--- src/rtl/serial_add_ctrl.sv ---
// Bit-serial adder controller: one shared half-adder pair plus a carry flop, stepped LSB-first over WIDTH cycles.
// Optional signed-overflow output: define SERIAL_ADD_OVF_EN to build the ovf port.
module serial_add_ctrl #(
    parameter int unsigned WIDTH = 8
) (
    input  logic             clk,
    input  logic             rst_n,
    input  logic             start,
    input  logic [WIDTH-1:0] a,
    input  logic [WIDTH-1:0] b,
    output logic             busy,
    output logic             done,
    output logic [WIDTH-1:0] sum,
    output logic             cout
`ifdef SERIAL_ADD_OVF_EN
    ,
    output logic             ovf
`endif
);

    localparam int unsigned CNT_W = $clog2(WIDTH);
    localparam logic [CNT_W-1:0] LAST_BIT = CNT_W'(WIDTH - 1);

    typedef enum logic [1:0] {
        IDLE = 2'd0,
        RUN  = 2'd1,
        DONE = 2'd2
    } state_t;

    state_t           state;
    logic [WIDTH-1:0] a_sr;
    logic [WIDTH-1:0] b_sr;
    logic [WIDTH-1:0] s_sr;
    logic             carry;
    logic [CNT_W-1:0] cnt;

    logic             h1;
    logic             c1;
    logic             s_bit;
    logic             c2;
    logic             c_next;
    logic [WIDTH-1:0] s_final;

    // Shared bit cell: two half adders plus carry merge.
    assign h1      = a_sr[0] ^ b_sr[0];
    assign c1      = a_sr[0] & b_sr[0];
    assign s_bit   = h1 ^ carry;
    assign c2      = h1 & carry;
    assign c_next  = c1 | c2;
    assign s_final = {s_bit, s_sr[WIDTH-1:1]};

    always_ff @(posedge clk or negedge rst_n) begin
        if (!rst_n) begin
            state <= IDLE;
            busy  <= 1'b0;
            done  <= 1'b0;
            sum   <= '0;
            cout  <= 1'b0;
            a_sr  <= '0;
            b_sr  <= '0;
            s_sr  <= '0;
            carry <= 1'b0;
            cnt   <= '0;
`ifdef SERIAL_ADD_OVF_EN
            ovf   <= 1'b0;
`endif
        end else begin
            case (state)
                IDLE, DONE: begin
                    done <= 1'b0;
                    if (start) begin
                        a_sr  <= a;
                        b_sr  <= b;
                        s_sr  <= '0;
                        carry <= 1'b0;
                        cnt   <= '0;
                        busy  <= 1'b1;
                        state <= RUN;
                    end else begin
                        busy  <= 1'b0;
                        state <= IDLE;
                    end
                end
                RUN: begin
                    a_sr  <= a_sr >> 1;
                    b_sr  <= b_sr >> 1;
                    s_sr  <= s_final;
                    carry <= c_next;
                    cnt   <= cnt + CNT_W'(1);
                    // On the MSB step the operand shifters still hold the MSBs of a and b.
                    if (cnt == LAST_BIT) begin
                        sum   <= s_final;
                        cout  <= c_next;
`ifdef SERIAL_ADD_OVF_EN
                        ovf   <= (a_sr[0] == b_sr[0]) && (s_bit != a_sr[0]);
`endif
                        busy  <= 1'b0;
                        done  <= 1'b1;
                        state <= DONE;
                    end
                end
                default: begin
                    busy  <= 1'b0;
                    done  <= 1'b0;
                    state <= IDLE;
                end
            endcase
        end
    end

endmodule

--- config.mk ---
export PLATFORM = sky130hd
export DESIGN_NAME = serial_add_ctrl
export DESIGN_NICKNAME = d
export VERILOG_FILES = /design/src/rtl/serial_add_ctrl.sv
export SDC_FILE = /design/constraint.sdc
export NUM_CORES = 1
export LEC_CHECK = 0
export BUFFER_PORTS_ARGS = -buffer_cell sky130_fd_sc_hd__buf_2
export CAP_MARGIN = 15
export CORE_ASPECT_RATIO = 0.8
export CORE_MARGIN = 5
export CORE_UTILIZATION = 45
export CTS_BUF_LIST = sky130_fd_sc_hd__clkbuf_4 sky130_fd_sc_hd__clkbuf_8 sky130_fd_sc_hd__clkbuf_16
export CTS_CLUSTER_DIAMETER = 40
export DETAILED_ROUTE_END_ITERATION = 6
export GPL_TIMING_DRIVEN = 1
export PLACE_DENSITY = 0.72
export SYNTH_ARGS = -nofsm -noshare
export SYNTH_HDL_FRONTEND = slang
export SYNTH_SLANG_ARGS = --single-unit
--- constraint.sdc ---
create_clock -name clk -period 1.4 [get_ports clk]
set_input_delay 0.21 -clock clk [delete_from_list [all_inputs] [get_ports clk]]
set_output_delay 0.21 -clock clk [all_outputs]
set_load 0.02 [all_outputs]
==> results of run 1 <==
## flip-flops by register name, indices dropped and copies added (netlist names)
signal	count
cout	1
state	2
s_sr	7
a_sr	8
busy	1
cnt	3
b_sr	8
sum	8
carry	1
## routing by layer
metal  vias to the layer above  wire length (um)
met4                         0                67
met3                         8               149
met5                         -                 0
met2                        21              1960
met1                       652              1690
li1                        619                 -
## cell families (layout without fill, tap and decap cells)
| family | count (synthesis) | after routing | share of synthesized area |
|---|---|---|---|
| AOI/OAI and AO/OA | 43 | 43 | 0.162 |
| xor gates and xnor gates | 1 | 1 | 0.00471 |
| adders and majority gates | 3 | 3 | 0.0242 |
| buffers and inverters | 12 | 53 | 0.0464 |
| DFF | 39 | 39 | 0.525 |
| muxes | 28 | 28 | 0.165 |
| and+or+nand+nor | 20 | 21 | 0.0726 |
## path summary, 6_finish.rpt
path / from / to / depth (start not counted)
max in group asynchronous: rst_n / a_sr[2]$_DFFE_PN0P_ / 3
min: b[0] / b_sr[0]$_DFFE_PN0P_ / 3
min in group asynchronous: rst_n / a_sr[7]$_DFFE_PN0P_ / 2
min reg2reg: b_sr[1]$_DFFE_PN0P_ / b_sr[1]$_DFFE_PN0P_ / 1
max: a_sr[0]$_DFFE_PN0P_ / carry$_DFFE_PN0P_ / 3
max reg2reg: a_sr[0]$_DFFE_PN0P_ / carry$_DFFE_PN0P_ / 3
## worst max-delay path, stage by stage, from the launching register on
cell     delay [ps]
dfrtp_1         410
fa_2            390
mux2_4          270
a22o_1          180
## repair_timing
item,CTS,global route
hold endpoints to repair,15,0
hold buffers,1,0
setup endpoints to repair,11,10
cloned,1,0
pin swaps,2,0
gates resized for setup,2,3
setup buffers,1,0
## power breakdown
| part | switching [mW] | internal, mW |
|---|---|---|
| Sequential | 0.371 | 1.65 |
| Clock | 0.392 | 0.732 |
| Combinational | 1.03 | 1.11 |
| Total | 1.79 | 3.49 |
## cell usage after synthesis
| cell type | n |
|---|---|
| nor2b_1 | 13 |
| nand2_4 | 1 |
| o21ai_0 | 2 |
| nor2b_2 | 2 |
| a21oi_1 | 13 |
| buf_2 | 5 |
| buf_6 | 2 |
| xnor2_1 | 1 |
| clkbuf_1 | 1 |
| dfrtp_1 | 39 |
| nor2_4 | 1 |
| buf_4 | 1 |
| a22o_1 | 12 |
| mux2_4 | 3 |
| a31o_2 | 1 |
| mux2i_1 | 15 |
| mux2_2 | 10 |
| ha_1 | 2 |
| a21o_1 | 2 |
| inv_1 | 2 |
| a211oi_1 | 13 |
| buf_12 | 1 |
| nand3_1 | 2 |
| nor2_1 | 1 |
| fa_1 | 1 |
## layout make-up
type,instances,share of cell area
flip-flops and latches,39,0.426
multi-input cells,96,0.361
repair buffers,43,0.121
clock buffers,6,0.0333
well taps,55,0.0300
clock inverters,2,0.0262
inverters,2,0.00327
## through the flow
| step | setup slack [ps] | cells | util |
|---|---|---|---|
| global route | 1.54 | 243 | 0.588 |
| floorplan | 18.6 | 146 | - |
| CTS | -2.26 | 243 | 0.583 |
| global placement | 18.7 | 232 | 0.541 |
| finish | 45.4 | 243 | 0.588 |
| detailed placement | -32.4 | 232 | 0.541 |
==> flow_summary.ini, run 1 <==
[clocking]
cts_buffers = 5
clk_latency_ps = 290
root_buffer = clkbuf_8
clk_pin_slew_ps = 80
cts_num_sinks = 39
cts_tree = built
htreeDepth = 2
cts_buffer_depth = 2

[logic_synthesis]
syn_inst = 146
ys_seq_area_frac = 0.525
synth-seq-cells = 39
yosysWarningCount = 0
syn_avg_cell_area_um2 = 12.7
synth_fp_nets = 168
synth_area_leader_cell = dfrtp_1
synth_cell_types = 25
netlist_area_mm2 = 0.00186
synth_top_area_share = 0.525
synth.area.top_cells = dfrtp_1 (52%), mux2i_1 (8.1%), mux2_2 (6.1%)

[final_layout]
multiInputGateArea_um2 = 827
design_area_mm2 = 0.00229
nets = 209
layout_commonest_cell = dfrtp_1
insertedDiodeCount = 0
fillers = 338
regArea_um2 = 976
final_cell_mix = dfrtp_1 (39), buf_2 (29), mux2i_1 (15)
area_growth_pct = 23.3
drive_gt1_frac = 0.383

[floorplan]
fp.coreArea_mm2 = 0.00390
rows = 20
die_y_um = 67.5
dieArea_mm2 = 0.00553
io_pins = 30
die-width_um = 81.9
initial_core_util = 0.477

[placed_design]
dpl.hpwl_um = 2710
port_buffers = 29
placed_area_mm2 = 0.00211
place_congestion = 0.770

[sta]
max_freq_mhz = 738
fin_skew_ps = 5.23
drv_slew = 0
tightest_slew_ps = 391
setup_tns_ps = 0
timing.final.crit_share = 0.968
fin_crit_ps = 1350
hold_viol = 0
rsz0062_at_grt = no
whs_ps = 192
finalSetupViolations = 0
max_slew_margin = 0.740

[routing]
drc_errors = 0
drtIter0Drc = 73
routed_wl_um = 3870
ant_nets = 0
vias = 1300
drtPass1Iterations = 4
routedWlPerCell_um = 15.9
routed_via_density = 5.35

[global_route]
use_met1 = 0.192
track_usage = 0.158
grt_max_degree = 26
antenna_found_initial = 0
grt_pass1_vias = 1383
busiest_layer = met2
overflow = 0
grt_util_met3 = 0.0427
grt_pass1_wl_um = 6500
grtUsageMet2 = 0.270

[setup_path]
worst_ep_arrival_time_ps = 1540
cp.required_ps = 1580
critical_path.startpoint_type = flop
rrSetupSlack_ps = 50
critical_path_class = flop to flop
critPathCaptureType = flop
crit_fanout = 2

[pwr]
p_total_mw = 5.28
powerDensity_mw_per_mm2 = 2300
vdd_drop_max_mv = 0.958
leakagePower_nw = 1.04

[flow_run]
cap_violations = 0

[run_status]
status = finished, final reports clean

[worst_hold_path]
hp-class = input pin to flop
Power figures use the tool's default switching activity.
==> run 2, diff against run 1 <==
SETUP_SLACK_MARGIN = 0.4   (was unset)
==> run 2 against run 1 <==
Net effect:
- fmax down 0.92%
- total power up 13%
- clock power down 32%
- global-route usage up 1.5 points
- sequential share of layout area down 6.6 points
- routed wire length up 12%
- worst hold slack better by 6.3 ps
- utilization up 11 points
- die area unchanged
- via count up 7.2%
- critical path depth unchanged
- design area up 19%
- critical endpoint unchanged
- largest power group unchanged
==> flow_summary.ini, run 2 (synthesis results as in run 1) <==
[placed_design]
dp_slack_ps = 36.0
place_congestion = 0.720
port_buffers = 29
dpl.hpwl_um = 2440
placed_area_mm2 = 0.00213

[pwr]
powerDensity_mw_per_mm2 = 2190
pwr-share-seq = 0.350
vdd_drop_max_mv = 1.09
leakagePower_nw = 1.23
p_total_mw = 5.97
clkPwrFrac = 0.129
internal_power_mw = 3.89
switching_power_mw = 2.07
p_sw_frac = 0.347
pwr-share-comb = 0.522

[setup_path]
critical_path.startpoint_type = flop
critPathMaxStageDelay_ps = 410
critical_path_class = flop to flop
cp.required_ps = 1570
critPathCaptureType = flop
worst_ep_arrival_time_ps = 1540
reg2reg_depth = 3
cp_cell_sequence = fa_2, mux2_4, a22o_1
r2r-start = carry$_DFFE_PN0P_
path_delay_family = flip-flops
slowest_stage = dfrtp_1
crit_fanout = 2
r2r-end = carry$_DFFE_PN0P_
rrSetupSlack_ps = 30
path_buf_inv = 0
crit_start = carry$_DFFE_PN0P_

[clocking]
cts_num_sinks = 39
clk_latency_ps = 290
cts_buffers = 5
htreeDepth = 2
cts_tree = built
root_buffer = clkbuf_8
cts_buffer_depth = 2
clk_pin_slew_ps = 70

[sta]
finalSetupViolations = 0
rsz0062_at_grt = yes
whs_ps = 199
max_freq_mhz = 731
fin_crit_ps = 1370
max_slew_margin = 0.740
fin_skew_ps = 7.33
setup_tns_ps = 0
worst_slack_ps = 32.8
hold_viol = 0
drv_slew = 0
timing.final.crit_share = 0.977
tightest_slew_ps = 390

[floorplan]
dieArea_mm2 = 0.00553
io_pins = 30
initial_core_util = 0.477
rows = 20
die-width_um = 81.9
die_y_um = 67.5
fp.coreArea_mm2 = 0.00390

[worst_hold_path]
hold_start = a[7]
holdPathEnd = a_sr[7]$_DFFE_PN0P_
whs_path_depth = 3
hp-class = input pin to flop

[final_layout]
final_cell_mix = dfrtp_1 (37), buf_2 (18), buf_6 (17), buf_4 (17), mux2i_1 (14)
reg_top3 = a_sr (8), b_sr (8), sum (8)
design_area_mm2 = 0.00272
layout_commonest_cell = dfrtp_1
area_growth_pct = 46.2
nets = 228
insertedDiodeCount = 0
drive_gt1_frac = 0.502

[routing]
vias = 1394
routed_wl_um = 4360
drtIter0Drc = 52
ant_nets = 0
routedWlPerCell_um = 16.6
drc_errors = 0
routed_via_density = 5.32
drtPass1Iterations = 4

[global_route]
track_usage = 0.173
grt_pass1_wl_um = 7030
grt_max_degree = 25
overflow = 0
antenna_found_initial = 0
grt_pass1_vias = 1443

[flow_run]
cap_violations = 0

[run_status]
status = finished, final reports clean
## run 2: worst max path at each step
stage / endpoint / slack [ps] / cells past startpoint
final: carry$_DFFE_PN0P_ / 30 / 3
after CTS: carry$_DFFE_PN0P_ / 40 / 3
after global placement: carry$_DFFE_PN0P_ / 70 / 3
after global routing: cout$_DFFE_PN0P_ / 5 / 4
after floorplan: carry$_DFFE_PN0P_ / 80 / 3
after detailed placement: carry$_DFFE_PN0P_ / 40 / 3
## run 2: what timing repair did
action / 4_1_cts / 5_1_grt
endpoints found under the hold margin: 15 / 0
gates resized for setup: 44 / 17
setup buffers: 16 / 6
hold buffers: 1 / 0
pin swaps: 14 / 10
cloned: 3 / 1
setup endpoints to repair: 49 / 50
## run 2: per-layer routing
metal,GRT usage,part of all wire,wire length (um),up-vias
met4,0.0768,0.026,114,0
met1,0.234,0.46,1990,692
met5,0,0,0,-
met2,0.261,0.47,2070,32
li1,-,-,-,659
met3,0.0453,0.042,183,11
## run 2: power groups by stage
stage / logic [mW] / registers (mW) / clock network [mW]
floorplan: 1.45 / 2.12 / 0
global placement: 1.96 / 2.01 / 0
detailed placement: 2.04 / 2.05 / 0
CTS: 2.80 / 2.05 / 0.775
global route: 3.36 / 2.14 / 0.836
finish: 3.11 / 2.09 / 0.767
## run 2: area by class of cell
type	instances	area, um2
clock buffer	7	83.8
tap	55	68.8
multi-input combinational	96	955
inverter	2	10.0
fill	264	1180
sequential	39	978
clock inverter	1	5.00
timing repair buffer	62	619
## run 2: worst reg2reg max path, stage by stage (launching register included)
cell     delay (ps)
dfrtp_1         410
fa_2            390
mux2_4          270
a22o_1          190
## run 2: stage by stage
stage / std cells / utilization
3_5_place_dp: 227 / 0.546
5_1_grt: 262 / 0.697
4_1_cts: 255 / 0.661
2_1_floorplan: 146 / -
3_3_place_gp: 227 / 0.546
6_report: 262 / 0.697
